**src/rtl/add_seq_pkg.sv**
```systemverilog
// Shared types and constants for the nibble-serial adder.
package add_seq_pkg;

  localparam int unsigned SLICE_W = 4;

  typedef enum logic [1:0] {
    IDLE = 2'd0,
    RUN  = 2'd1,
    DONE = 2'd2
  } state_t;

endpackage

```
**src/rtl/add_struc.sv**
```systemverilog
// Structural ripple-carry adder built from full-adder cells.
module add_struc #(
  parameter int unsigned WIDTH = 4
) (
  input  logic [WIDTH-1:0] i_a,
  input  logic [WIDTH-1:0] i_b,
  input  logic             i_cin,
  output logic [WIDTH-1:0] o_sum,
  output logic             o_cout
);

  logic [WIDTH:0] w_c;

  assign w_c[0] = i_cin;

  for (genvar i = 0; i < WIDTH; i++) begin : g_fa
    assign o_sum[i]   = i_a[i] ^ i_b[i] ^ w_c[i];
    assign w_c[i + 1] = (i_a[i] & i_b[i]) | (w_c[i] & (i_a[i] ^ i_b[i]));
  end

  assign o_cout = w_c[WIDTH];

endmodule

```
**src/rtl/add_seq.sv**
```systemverilog
// Nibble-serial adder: one shared 4-bit ripple slice, LSB slice first,
// carry chained across cycles through r_carry.
module add_seq
  import add_seq_pkg::*;
#(
  parameter int unsigned NIBBLES = 4
) (
  input  logic                         clk,
  input  logic                         rst,
  input  logic                         start,
  input  logic [SLICE_W*NIBBLES-1:0]   a,
  input  logic [SLICE_W*NIBBLES-1:0]   b,
  input  logic                         cin,
  output logic                         busy,
  output logic                         done,
  output logic [SLICE_W*NIBBLES-1:0]   sum,
  output logic                         cout
);

  localparam int unsigned W     = SLICE_W * NIBBLES;
  localparam int unsigned IDX_W = (NIBBLES > 1) ? $clog2(NIBBLES) : 1;

  state_t             r_state;
  state_t             w_next;
  logic [W-1:0]       r_a;
  logic [W-1:0]       r_b;
  logic               r_carry;
  logic [IDX_W-1:0]   r_idx;
  logic [W-1:0]       r_sum;
  logic               r_cout;
  logic               r_busy;
  logic               r_done;

  logic [SLICE_W-1:0] w_a_slice;
  logic [SLICE_W-1:0] w_b_slice;
  logic [SLICE_W-1:0] w_slice_sum;
  logic               w_slice_cout;
  logic               w_last;

  // Select the current slice of the captured operands.
  always_comb begin
    w_a_slice = '0;
    w_b_slice = '0;
    for (int i = 0; i < int'(NIBBLES); i++) begin
      if (r_idx == IDX_W'(i)) begin
        w_a_slice = r_a[i*SLICE_W +: SLICE_W];
        w_b_slice = r_b[i*SLICE_W +: SLICE_W];
      end
    end
  end

  add_struc #(
    .WIDTH (SLICE_W)
  ) u_slice (
    .i_a    (w_a_slice),
    .i_b    (w_b_slice),
    .i_cin  (r_carry),
    .o_sum  (w_slice_sum),
    .o_cout (w_slice_cout)
  );

  assign w_last = (r_idx == IDX_W'(NIBBLES - 1));

  always_ff @(posedge clk) begin
    if (rst) r_state <= IDLE;
    else     r_state <= w_next;
  end

  always_comb begin
    w_next = r_state;
    case (r_state)
      IDLE:    if (start) w_next = RUN;
      RUN:     if (w_last) w_next = DONE;
      DONE:    w_next = IDLE;
      default: w_next = IDLE;
    endcase
  end

  // Status flags track the next state so they line up with r_state.
  always_ff @(posedge clk) begin
    if (rst) begin
      r_busy <= 1'b0;
      r_done <= 1'b0;
    end else begin
      r_busy <= (w_next == RUN);
      r_done <= (w_next == DONE);
    end
  end

  always_ff @(posedge clk) begin
    if (rst) begin
      r_a     <= '0;
      r_b     <= '0;
      r_carry <= 1'b0;
      r_idx   <= '0;
      r_sum   <= '0;
      r_cout  <= 1'b0;
    end else begin
      case (r_state)
        IDLE: begin
          if (start) begin
            r_a     <= a;
            r_b     <= b;
            r_carry <= cin;
            r_idx   <= '0;
            r_sum   <= '0;
            r_cout  <= 1'b0;
          end
        end
        RUN: begin
          for (int i = 0; i < int'(NIBBLES); i++) begin
            if (r_idx == IDX_W'(i)) r_sum[i*SLICE_W +: SLICE_W] <= w_slice_sum;
          end
          r_carry <= w_slice_cout;
          if (w_last) r_cout <= w_slice_cout;
          else        r_idx  <= r_idx + IDX_W'(1);
        end
        default: ;
      endcase
    end
  end

  assign busy = r_busy;
  assign done = r_done;
  assign sum  = r_sum;
  assign cout = r_cout;

endmodule

```
**config.mk**
```make
export PLATFORM = sky130hd
export DESIGN_NAME = add_seq
export DESIGN_NICKNAME = d
export VERILOG_FILES = /design/src/rtl/add_seq_pkg.sv /design/src/rtl/add_struc.sv /design/src/rtl/add_seq.sv
export SDC_FILE = /design/constraint.sdc
export NUM_CORES = 1
export LEC_CHECK = 0
export CORE_AREA = 2 2 79 81
export CTS_BUF_LIST = sky130_fd_sc_hd__clkbuf_16
export DETAILED_ROUTE_END_ITERATION = 8
export DIE_AREA = 0 0 81 83
export HOLD_SLACK_MARGIN = 0.05
export PLACE_DENSITY_LB_ADDON = 0.05
export SETUP_SLACK_MARGIN = 0.4
export SYNTH_ARGS = -nofsm -noshare
export SYNTH_HDL_FRONTEND = slang
export SYNTH_SLANG_ARGS = --single-unit
export TNS_END_PERCENT = 1
```
**constraint.sdc**
```tcl
create_clock -name clk -period 6.4 [get_ports clk]
set_input_delay 1.28 -clock clk [delete_from_list [all_inputs] [get_ports clk]]
set_output_delay 1.28 -clock clk [all_outputs]
set_load 0.05 [all_outputs]
```
* Word-level counts from Yosys, hierarchy flattened
Index checks and enable logic that the tools add are counted.
** Word-level totals
- Memories kept :: 0
- Word-level logic and storage cells :: 80
- Latch bits :: 0
- Memory bits (writable) :: 0
- Input port bits :: 36
- Output and inout port bits :: 19
- ROM bits :: 0
- Flip-flop bits (word level) :: 56
** Cells by class
- $add $sub $neg :: 1
- Divide/modulo/power cells :: 0
- Shifts and indexed selects :: 0
- Equality and inequality tests :: 12
- Multipliers :: 0
- Mux-type cells :: 25
- Bitwise logic cells :: 20
- Reductions and logical operators :: 10
- Order comparisons :: 0
** Operator list (count)
- $mux W4 :: 12
- $pmux W16 S2 :: 1
- $mux W16 :: 1
- $reduce_and A3 Y1 :: 5
- $ne A2 B2 Y1 const B :: 6
- $and A1 B1 Y1 :: 8
- $mux W2 :: 4
- $pmux W2 S2 :: 2
- $xor A1 B1 Y1 :: 8
- $eq A2 B1 Y1 const B :: 3
- $eq A2 B2 Y1 const B :: 3
- $logic_not A2 Y1 :: 2
- $or A1 B1 Y1 :: 4
- $pmux W1 S2 :: 2
- $reduce_and A2 Y1 :: 2
- $mux W1 :: 3
- $add A2 B1 Y2 const B :: 1
- $reduce_bool A2 Y1 :: 1

* Logic depth before layout (Yosys ltp)
- Depth in word-level cells :: 16
- Gate-level depth with buffers :: 15
- Gate-level depth less buffers :: 14

* By module
A second synthesis with hierarchy kept.
** Unflattened totals
- Cells, all modules :: 246
- Area, all modules :: 2517.4 um2
** By module, submodules not included
- add_seq :: cells each 232, instances 1, area each 2399.8 um2
- add_struc :: cells each 14, instances 1, area each 117.6 um2

* Worst setup path after synthesis
Ideal clock, no wire load.
- Kind :: reg2reg
- Start :: register r_idx[1]
- End :: register r_sum[15], in the netlist sum[15]
- Setup slack :: 3.312 ns
- Stages on the path, launching flop included :: 15
- Arrival :: 3.017 ns
- Buffers on the path :: 2
- Data required time :: 6.330 ns
- Period minus slack after synthesis :: 3.088 ns
- Cells stage by stage :: dfxtp_1 > inv_1 > ha_1 > clkbuf_1 > clkbuf_1 > o21ai_0 > a22o_1 > fa_1 > inv_1 > fa_1 > inv_1 > fa_1 > fa_1 > nand4b_1 > a21oi_1
** On the way
- Cells in the longest elaborated chain, start to end :: 15
** RTL lines
- start: declaration :: line add_seq.sv:28 : logic [IDX_W-1:0] r_idx;
- start signal: assignment :: line add_seq.sv:116 : else r_idx <= r_idx + IDX_W'(1);
- $logic_not A2 Y1 :: line add_seq.sv:45 : if (r_idx == IDX_W'(i)) begin
- $mux W4 (4 in series) :: line add_seq.sv:45
- $xor A1 B1 Y1 :: line add_struc.sv:18 : assign w_c[i + 1] = (i_a[i] & i_b[i]) | (w_c[i] & (i_a[i] ^ i_b[i]));
- $and A1 B1 Y1 :: line add_struc.sv:18
- $or A1 B1 Y1 :: line add_struc.sv:18
- $and A1 B1 Y1 :: line add_struc.sv:18
- $or A1 B1 Y1 :: line add_struc.sv:18
- $and A1 B1 Y1 :: line add_struc.sv:18
- $or A1 B1 Y1 :: line add_struc.sv:18
- $xor A1 B1 Y1 :: line add_struc.sv:17 : assign o_sum[i] = i_a[i] ^ i_b[i] ^ w_c[i];
- $mux W4 :: line add_seq.sv:112 : if (r_idx == IDX_W'(i)) r_sum[i*SLICE_W +: SLICE_W] <= w_slice_sum;
- $pmux W16 S2 :: line add_seq.sv:99 : case (r_state)
- end signal: indexed assignment :: line add_seq.sv:112
- end: declaration :: line add_seq.sv:29 : logic [W-1:0] r_sum;
Several ways; a longest one is shown, not always the timed one. The select of a mux whose other input is x is not followed.
A chain may end at the register's enable or synchronous reset.

* Worst setup path in the final report
- Start :: register r_idx[0]
- End :: register r_sum[15], in the netlist sum[15]
Same word-level chain as after synthesis.

==> flow_summary.ini <==
[timing]
slew_violations = 0
hold_violations = 0
tns_ns = 0
fin_crit_ns = 3.34
clock_skew_ns = 0.00623
max_clock_freq_mhz = 299
hold_ws_ns = 0.456
finalSetupViolations = 0
worst_pin_slew_ns = 1.13
relSlewSlack = 0.246
rsz0062_at_grt = false
min_period_over_period = 0.522

[yosys]
ys_ff_latch = 56
synth_seq_area_share = 0.456
synth_flop_cell = dfxtp_1
synthArstFlopShare = 0
synth_top_area_share = 0.456
synth_area_per_cell_um2 = 8.15
ys_top_cells_by_area = dfxtp_1 (46%), nand2_1 (12%), a21oi_1 (11%), o32ai_1 (4.6%), inv_1 (3.7%)
syn-cell-area_um2 = 2460
synth_nets = 346
yosys.area.top_type = dfxtp_1
synth-edff-count = 0
yosysUniqueCellTypes = 30
synth_warnings = 0
syn_inst = 302

[die]
num_rows = 28
pin_count = 55
die_h_um = 83
die-area_um2 = 6720
die_w_um = 81
start_util = 0.423
core_area_um2 = 5820

[cts]
clk_latency_ns = 0.29
cts_tree = done
clock_sinks = 56
clockBufferDepth = 2
cts_setup_buffers = 0
cts.repair.resized = 0
cts_hold_buf = 0
clockRootBuffer = clkbuf_16
cts.clk_slew.worst_paths_ns = 0.07
cts_buffers = 5
htree_levels = 2

[global_routing]
antenna_found_initial = 0
track_usage = 0.170
grt_pass1_vias = 2004
grt_max_degree = 63
grt_pass1_wl_mm = 9.27
overflow = 0

[setup_path]
worstPathCellList = inv_1 > ha_1 > a21oi_1 > o21ai_0 > a22o_1 > fa_1 > inv_1 > fa_1 > inv_1 > fa_1 > fa_1 > nand4b_1 > a21oi_1
slowest_delay_ns = 0.52
r2r-end = sum[15]$_SDFFE_PP0P_
r2r_slack_ns = 3.06
end_kind = register
critPathSlowestCell = fa_1
critPathKind = reg -> reg
crit_top_cell = fa_1
startpoint = r_idx[0]$_SDFFE_PP0P_
cp.required_ns = 6.61
regToRegStartpoint = r_idx[0]$_SDFFE_PP0P_
worstSetupStartpointType = register
rr_worst_depth = 13
path_max_fanout = 17
arrival_ns = 3.55

[drt]
drc = 0
dr.pass1.iters = 4
vias = 2122
routed_wl_mm = 5.41
vias_per_cell = 5.09
drtAntennaViolNets = 0
drt_iter0_drc = 110
wl_per_cell_um = 13.0

[flow_run]
drv_cap = 0

[pwr]
leakage_nw = 1.11
powerDensity_nw_per_um2 = 245
peakVddDrop_uv = 114

[cells_and_area]
layout-drive-gt1-share = 0.0380
final_nets = 385
syn2layout_area_growth_pct = 27.5
antenna_cells = 0

[worst_hold_path]
hold_class = reg -> reg
hp-start = r_b[14]$_SDFFE_PP0P_
worstHoldEndpoint = r_b[14]$_SDFFE_PP0P_
hold_depth = 2

[placed_design]
port_buffers = 54
hpwlAfterDp_mm = 3.68
place_congestion = 0.807

[run_status]
status = finished clean
[critical path: cells and delay by family, from the launching register on]
kind                       cells  cell delay, ns
buffers and inverters          3            0.21
adders and majority gates      5            1.86
DFF                            1            0.37
and+or+nand+nor                1            0.10
AOI/OAI and AO/OA              4            0.71
[cell type report]
class,instances,area (um2)
fill,609,2680
multi-input combinational,199,1140
sequential,56,1120
timing repair buffer,55,543
clock buffer,5,125
tap,75,93.8
inverter,24,90.1
clock inverter,3,22.5
[per-stage QoR]
step	utilization	power, mW	setup WS [ns]	std cells	cell area, um2
after global placement	0.514	0.506	3.20	409	2990
after detailed placement	0.514	0.508	3.09	409	2990
final	0.539	0.770	3.06	417	3140
after floorplan	-	0.462	3.31	302	2460
after CTS	0.539	0.778	3.06	417	3140
after global routing	0.539	0.808	2.84	417	3140
[kinds of logic after synthesis]
logic type / after synthesis / synth area share
adders and majority gates: 8 / 0.0529
and+or+nand+nor: 99 / 0.185
DFF: 56 / 0.456
buffers and inverters: 47 / 0.0834
muxes: 1 / 0.00407
AOI/OAI and AO/OA: 91 / 0.219
[routing by layer]
| metal | vias to the layer above | share of wire | track usage |
|---|---|---|---|
| met5 | - | 0 | 0 |
| met4 | 0 | 0.0098 | 0.0416 |
| met2 | 42 | 0.46 | 0.269 |
| met1 | 975 | 0.50 | 0.235 |
| met3 | 6 | 0.039 | 0.0380 |
| li1 | 1099 | - | - |
[power breakdown]
| group | switching, mW | internal [mW] | total, mW |
|---|---|---|---|
| combinational | 0.0694 | 0.0524 | 0.122 |
| sequential | 0.0111 | 0.365 | 0.377 |
| clock | 0.125 | 0.147 | 0.271 |
[synth_stat cells (2+ instances only)]
library cell and n:
nand3b_1 4, a22oi_1 2, ha_1 4, nand4b_1 3, nand2b_1 5, a21oi_1 54
o21ai_0 13, clkbuf_1 14, nand2_1 77, dfxtp_1 56, inv_1 24, nor3b_1 2
a22o_1 6, o32ai_1 13, buf_2 2, buf_4 5, or3_1 2, fa_1 4
[worst max-delay path by stage]
stage	to	slack, ns	depth (start not counted)
2_1_floorplan	sum[15]$_SDFFE_PP0P_	3.31	14
3_3_place_gp	sum[7]$_SDFFE_PP0P_	3.20	13
3_5_place_dp	sum[3]$_SDFFE_PP0P_	3.09	13
4_1_cts	sum[3]$_SDFFE_PP0P_	3.06	13
5_1_grt	sum[15]$_SDFFE_PP0P_	2.84	12
6_report	sum[15]$_SDFFE_PP0P_	3.06	13
[placed cells by master (no fill, tap or decap)]
cell type	Yosys	routed
nand3_1	1	1
nor3b_4	0	1
o31ai_1	1	1
o41ai_1	1	1
a22oi_1	2	2
inv_1	24	24
nand2_1	77	77
or3b_4	1	1
or3_1	2	2
a21oi_1	54	54
or2_2	1	1
nor2b_1	1	1
clkinv_2	0	1
fa_1	4	4
nand2b_1	5	5
clkinv_4	0	1
a22o_1	6	6
dfxtp_1	56	56
clkdlybuf4s50_1	0	53
inv_6	0	1
mux2i_1	1	1
nand4b_1	3	3
nand3b_1	4	4
or3b_1	1	1
nor3b_1	2	2
o21ai_0	13	13
ha_1	4	4
o32ai_1	13	13
buf_2	2	1
clkbuf_16	0	5
buf_4	5	1
a31oi_1	1	1
[flip-flops by register name (all words and copies together), names as in the netlist]
signal / flops
r_a: 16
r_b: 16
sum: 16
r_idx: 2
r_state: 2
busy: 1
cout: 1
done: 1
r_carry: 1
No activity file was read; power rests on OpenSTA's default activity.
